File: src/rtl/fifo_pkg.sv
// Shared FIFO definitions used by both the read-side controller and the write side.
// Pointer and level types are sized from the default address width.
package fifo_pkg;

    localparam int ADDR_WIDTH = 9;
    localparam int DATA_WIDTH = 8;
    localparam int DEPTH      = 1 << ADDR_WIDTH;

    // Pointers carry one wrap bit above the RAM address so full and empty differ.
    typedef logic [ADDR_WIDTH:0]   ptr_t;
    typedef logic [ADDR_WIDTH+1:0] level_t;

    // Occupancy of the two-entry output buffer; the encoding is also the word count.
    typedef enum logic [1:0] {
        BUF_EMPTY = 2'd0,
        BUF_ONE   = 2'd1,
        BUF_TWO   = 2'd2
    } buf_state_t;

endpackage

File: src/rtl/fifo_out_skid.sv
// Two-entry first-word-fall-through output buffer (head + skid register).
// The upstream read logic never offers a word when both entries are occupied and no pop occurs.
module fifo_out_skid #(
    parameter int DATA_WIDTH = 8
) (
    input  logic                  clk,
    input  logic                  rst_n,
    input  logic                  in_valid,
    input  logic [DATA_WIDTH-1:0] in_data,
    input  logic                  out_ready,
    output logic                  out_valid,
    output logic [DATA_WIDTH-1:0] out_data,
    output logic [1:0]            count
);
    import fifo_pkg::*;

    buf_state_t            state_q;
    buf_state_t            state_d;
    logic [DATA_WIDTH-1:0] head_q;
    logic [DATA_WIDTH-1:0] skid_q;
    logic                  pop;
    logic                  head_load_in;
    logic                  head_load_skid;
    logic                  skid_load;

    assign out_valid = (state_q != BUF_EMPTY);
    assign out_data  = head_q;
    assign count     = state_q;
    assign pop       = out_valid & out_ready;

    always_ff @(posedge clk or negedge rst_n) begin
        if (!rst_n) begin
            state_q <= BUF_EMPTY;
        end else begin
            state_q <= state_d;
        end
    end

    always_ff @(posedge clk or negedge rst_n) begin
        if (!rst_n) begin
            head_q <= '0;
            skid_q <= '0;
        end else begin
            if (head_load_in) begin
                head_q <= in_data;
            end else if (head_load_skid) begin
                head_q <= skid_q;
            end
            if (skid_load) begin
                skid_q <= in_data;
            end
        end
    end

    always_comb begin
        state_d        = state_q;
        head_load_in   = 1'b0;
        head_load_skid = 1'b0;
        skid_load      = 1'b0;
        case (state_q)
            BUF_EMPTY: begin
                if (in_valid) begin
                    head_load_in = 1'b1;
                    state_d      = BUF_ONE;
                end
            end
            BUF_ONE: begin
                // A word arriving while the head leaves replaces it directly.
                case ({pop, in_valid})
                    2'b11: head_load_in = 1'b1;
                    2'b10: state_d = BUF_EMPTY;
                    2'b01: begin
                        skid_load = 1'b1;
                        state_d   = BUF_TWO;
                    end
                    default: state_d = BUF_ONE;
                endcase
            end
            BUF_TWO: begin
                if (pop) begin
                    head_load_skid = 1'b1;
                    if (in_valid) begin
                        skid_load = 1'b1;
                    end else begin
                        state_d = BUF_ONE;
                    end
                end
            end
            default: state_d = BUF_EMPTY;
        endcase
    end

    no_overflow_a: assert property (@(posedge clk) disable iff (!rst_n)
        !(state_q == BUF_TWO && in_valid && !pop));

endmodule

File: src/rtl/fifo_rd_ctrl.sv
// Read-side controller: compares pointers, issues reads to the 1-cycle synchronous RAM
// and presents the words as a first-word-fall-through stream.
module fifo_rd_ctrl #(
    parameter int ADDR_WIDTH = fifo_pkg::ADDR_WIDTH,
    parameter int DATA_WIDTH = fifo_pkg::DATA_WIDTH
) (
    input  logic                  clk,
    input  logic                  rst_n,
    input  logic [ADDR_WIDTH:0]   wr_ptr,
    output logic [ADDR_WIDTH:0]   rd_ptr,
    output logic                  mem_rd_en,
    output logic [ADDR_WIDTH-1:0] mem_rd_addr,
    input  logic [DATA_WIDTH-1:0] mem_rd_data,
    output logic [DATA_WIDTH-1:0] dout,
    output logic                  dout_valid,
    input  logic                  dout_ready,
    output logic                  empty,
    output logic [ADDR_WIDTH+1:0] level
);

    // Stream handshake: a word transfers on a rising edge where dout_valid and dout_ready
    // are both high; once raised, dout_valid and dout hold until that transfer, and
    // dout_ready is ignored while dout_valid is low.

    logic [ADDR_WIDTH:0] rd_ptr_q;
    logic [ADDR_WIDTH:0] ram_used;
    logic                inflight_q;
    logic                ram_empty;
    logic                pop;
    logic [1:0]          buf_cnt;
    logic [2:0]          occ_after;

    assign ram_empty = (wr_ptr == rd_ptr_q);
    assign pop       = dout_valid & dout_ready;

    // Words that will be buffered or returning after this edge; a new read is issued only
    // if the buffer still has room for it when it comes back.
    assign occ_after = {1'b0, buf_cnt} + {2'b00, inflight_q} - {2'b00, pop};
    assign mem_rd_en = ~ram_empty & (occ_after < 3'd2);

    always_ff @(posedge clk or negedge rst_n) begin
        if (!rst_n) begin
            rd_ptr_q   <= '0;
            inflight_q <= 1'b0;
        end else begin
            inflight_q <= mem_rd_en;
            if (mem_rd_en) begin
                rd_ptr_q <= rd_ptr_q + 1'b1;
            end
        end
    end

    fifo_out_skid #(
        .DATA_WIDTH(DATA_WIDTH)
    ) u_out_skid (
        .clk      (clk),
        .rst_n    (rst_n),
        .in_valid (inflight_q),
        .in_data  (mem_rd_data),
        .out_ready(dout_ready),
        .out_valid(dout_valid),
        .out_data (dout),
        .count    (buf_cnt)
    );

    assign rd_ptr      = rd_ptr_q;
    assign mem_rd_addr = rd_ptr_q[ADDR_WIDTH-1:0];
    assign empty       = ~dout_valid;

    // Natural modulo subtraction gives 2**ADDR_WIDTH when the RAM is full.
    assign ram_used = wr_ptr - rd_ptr_q;
    assign level    = {1'b0, ram_used}
                    + {{(ADDR_WIDTH+1){1'b0}}, inflight_q}
                    + {{ADDR_WIDTH{1'b0}}, buf_cnt};

endmodule

File: config.mk
export PLATFORM = sky130hd
export DESIGN_NAME = fifo_rd_ctrl
export DESIGN_NICKNAME = d
export VERILOG_FILES = /design/src/rtl/fifo_pkg.sv /design/src/rtl/fifo_out_skid.sv /design/src/rtl/fifo_rd_ctrl.sv
export SDC_FILE = /design/constraint.sdc
export NUM_CORES = 1
export LEC_CHECK = 0
export CAP_MARGIN = 20
export CORE_UTILIZATION = 49
export DETAILED_ROUTE_END_ITERATION = 12
export PLACE_DENSITY = 0.81
export SYNTH_ARGS = -nofsm -noshare
export SYNTH_HDL_FRONTEND = slang
export SYNTH_HIERARCHICAL = 1
export SYNTH_SLANG_ARGS = --single-unit
File: constraint.sdc
create_clock -name clk -period 4.93 [get_ports clk]
set_input_delay 1.479 -clock clk [delete_from_list [all_inputs] [get_ports clk]]
set_output_delay 1.479 -clock clk [all_outputs]
set_load 0.005 [all_outputs]
==> results by group <==
Synthesis
  • Synth warn: 6
  • Yosys cell types: 48
  • Ys flop type: dfrtp_1
  • Post-Syn Nets: between 200 and 300
  • Mapped cell area: between 2000 and 2500 sq um
  • Async set-reset flop share out of synthesis: 100%
  • Synthesized area per cell: around 10 sq um
  • Synth Instances: about 230
  • Sequential area share after synthesis: about a third
  • Synth Register Bits: 29
  • Number of flops mapped to enable cells by yosys: 0

Setup path
  • Crit start category: input pin
  • Worst Path Arrival: about 3.8 ns
  • Worst-path cell chain: dlygate4sd2_1, ha_4, and2b_1, buf_4, o221ai_4, nor4bb_1, or3_4, o311ai_4, buf_6, nor4_4, xnor2_1, buf_2
  • Setup slack, reg-to-reg: about 1.6 ns
  • Slowest stage cell, crit path: nor4bb_1
  • Worst-path fanout max: 4
  • Worst setup EP type: primary output
  • Crit Path Class: input pin to primary output
  • Critical path's largest stage delay: approximately 0.32 ns
  • CP required: 3.45 ns

Placed design
  • Hpwl dp: slightly above 4 mm
  • GPL Wtd Cong: ~0.84
  • Placed cell areas: about 3000 sq um
  • Port bufs: 61
  • Place WS: -0.887 ns

Power
  • Maximum VDD drop: approximately 0.00033 V
  • Power after layout: 2.65 mW
  • Pwr dens: 752 nW/um^2
  • Leakage dissipation: 1.60 nW

Hold path
  • Worst hold path class: flip-flop to flip-flop

Route
  • DRT antenna net count: 0
  • Pre-antenna DRT Iters: 4
  • Iteration-0 DRC Markers: between 100 and 150
  • DR vias/cell: between 5 and 6
  • Detailed-route wire length: between 6 and 7 mm
  • Residual DRC: 0
  • Drt wl/cell: 16.9 microns
  • Vias: between 2k and 2.5k

Status
  • Failing checks: negative setup slack
  • Outcome: finished with violations

Global routing
  • GRT overflow: 0
  • Vias in the first global route: approximately 2.2k
  • First-pass GRT wire length: around 10 mm
  • Largest net degree at the start of global routing: 30
  • Initial antenna violation count: 0
  • GRT Util Overall: a little over a quarter

Clock network
  • Worst-Skew Late Latency: roughly 0.28 ns
  • Root buffer cell: clkbuf_8
  • Clock-pin slew on the worst setup and hold paths: around 0.06 ns
  • CTS Hold Bufs: 0
  • Clock Sinks: 29
  • CTS tree: yes
  • Cts bufs inserted: 5
  • Clock buffer depth: 2
  • CTS H-tree depth: 2

Cells and area
  • Final Cell Area: about 3500 sq um
  • Share of post-route cells with drive strength above 1: a little under two fifths
  • Area delta synth->final: 56.4%
  • Fin nets: 379
  • # diodes: 0
  • Fill cells: 261

Timing
  • Final period util: 106%
  • Slew of the pin with the lowest slew margin: about 0.72 ns
  • Setup violators final: 5
  • Unrepaired setup endpoints after global routing: true
  • Worst slew margin: between 50% and 60%
  • Worst setup margin: -0.320 ns
  • Minimum clock period: around 5.3 ns
  • Clk_skew: 0.00598 ns
  • Sum Neg Setup Slack: -0.995 ns
  • Fmax: around 190 MHz
  • Final Slew Violations: 0
  • Final Hold Viols: 0

Floorplanning
  • Core area: 4380 sq um
  • Die width: between 60 and 70 microns
  • I/O pin total: 62
  • Die Y: roughly 70 microns
  • Initial Util: ~50%
  • Die area: around 4900 sq um
  • Site Rows: 24

Flow run
  • Max-cap violations: 0
## registers in the layout, summed over array words and instances, names as in the netlist
name,flops
inflight_q,1
rd_ptr,10
u_out_skid/count,2
u_out_skid/out_data,8
u_out_skid/skid_q,8
## stage by stage
| stage | hold WS, ns | utilization, % | std cells |
|---|---|---|---|
| 2_1_floorplan | 0.479 | - | 231 |
| 3_3_place_gp | 0.487 | 70.2 | 364 |
| 3_5_place_dp | 0.495 | 70.2 | 364 |
| 4_1_cts | 0.509 | 77.5 | 383 |
| 5_1_grt | 0.519 | 80.4 | 387 |
| 6_report | 0.507 | 80.4 | 387 |
## path summary, 6_finish.rpt
check                                                 start                               end  cells past startpoint
setup reg to reg            u_out_skid/count[0]$_DFFE_PN0P_             rd_ptr[7]$_DFFE_PN0P_                     15
setup / recovery                                  wr_ptr[2]                          level[9]                     12
hold / removal             u_out_skid/skid_q[4]$_DFFE_PN0P_  u_out_skid/skid_q[4]$_DFFE_PN0P_                      1
hold reg to reg            u_out_skid/skid_q[4]$_DFFE_PN0P_  u_out_skid/skid_q[4]$_DFFE_PN0P_                      1
max in group asynchronous                             rst_n             rd_ptr[5]$_DFFE_PN0P_                      2
min in group asynchronous                             rst_n  u_out_skid/skid_q[6]$_DFFE_PN0P_                      2
## cells by family (layout without fill, tap and decap cells)
group           after synthesis  in the layout  synth area share, %
simple gates                 73             73                 17.9
buf+inv                      36            140                 8.27
compound gates               32             32                 11.6
flops                        29             29                 32.2
xor+xnor                     27             27                 10.5
fa+ha+maj                    23             23                 14.1
mux                          11             11                 5.44
## area by class of cell
class	instances	area, sq um	area share (%)
clock buffers	5	68.8	1.95
clock inverters	2	35.0	0.994
inverters	23	88.8	2.52
multi-input cells	166	1590	45.2
flip-flops and latches	29	726	20.6
well taps	52	65.1	1.85
repair buffers	110	946	26.8
## repair_timing
action                     4_1_cts  5_1_grt
gates resized for setup         76       21
pin swaps                       25       11
setup buffers                   12        5
setup endpoints to repair       11        8
## synth_stat cells, drive strengths merged, types with 2 or more instances
| cell | n | area [sq um] |
|---|---|---|
| nand4 | 6 | 50.0 |
| nor3 | 2 | 20.0 |
| nand2 | 27 | 101 |
| nor2 | 15 | 56.3 |
| inv | 23 | 86.3 |
| o22ai | 2 | 12.5 |
| fa | 4 | 80.1 |
| nand2b | 4 | 25.0 |
| buf | 11 | 92.6 |
| nor4 | 2 | 12.5 |
| mux2 | 10 | 113 |
| clkbuf | 2 | 7.51 |
| o2111ai | 2 | 17.5 |
| xnor2 | 20 | 175 |
| nand3 | 4 | 25.0 |
| a31oi | 9 | 56.3 |
| xor2 | 7 | 61.3 |
| nor2b | 4 | 32.5 |
| dfrtp | 29 | 726 |
| ha | 19 | 238 |
| a21oi | 5 | 25.0 |
| o21ai | 5 | 25.0 |
## metal layers
metal	vias up	GRT usage [%]	wire, microns
li1	979	-	-
met1	1036	30.5	2490
met2	98	47.5	3410
met3	27	6.69	421
met4	0	10.2	232
met5	-	0	0
## cells in the final DEF (no fill, tap or decap), types with 2 or more instances in the layout
cell | synthesis | layout
buf_2 | 1 | 9
o21ai_0 | 3 | 2
nor2_1 | 15 | 13
buf_6 | 0 | 6
mux2_2 | 9 | 9
nor2_2 | 0 | 2
inv_2 | 0 | 2
nand3_2 | 1 | 2
xnor2_2 | 0 | 5
dfrtp_1 | 29 | 29
o2111ai_2 | 0 | 2
nor3_2 | 2 | 2
nand4_2 | 2 | 2
clkdlybuf4s50_1 | 0 | 45
nand2_1 | 27 | 25
fa_2 | 0 | 4
xnor2_1 | 20 | 15
ha_1 | 19 | 12
nand4_1 | 4 | 4
inv_1 | 23 | 20
ha_4 | 0 | 6
a21oi_1 | 5 | 3
o21ai_1 | 2 | 2
nor2b_4 | 1 | 3
nand2b_1 | 4 | 3
a31oi_1 | 9 | 8
nand2_4 | 0 | 2
clkbuf_8 | 0 | 5
xor2_2 | 0 | 2
buf_4 | 9 | 44
dlygate4sd2_1 | 0 | 6
nand3_1 | 3 | 2
a21oi_2 | 0 | 2
o22ai_1 | 2 | 2
xor2_1 | 7 | 5
## worst max-delay path, delay by kind of cell
family	cells	cell delay [ns]
compound gates	2	0.26
xor+xnor	1	0.15
fa+ha+maj	1	0.24
buf+inv	4	0.70
simple gates	4	0.94
## where the power goes
part	total (mW)	switching (mW)	internal [mW]
sequential	0.465	0.116	0.349
clock	0.233	0.0869	0.147
combinational	1.95	0.847	1.10
total	2.65	1.05	1.60
No activity file was read; power rests on OpenSTA's default activity.
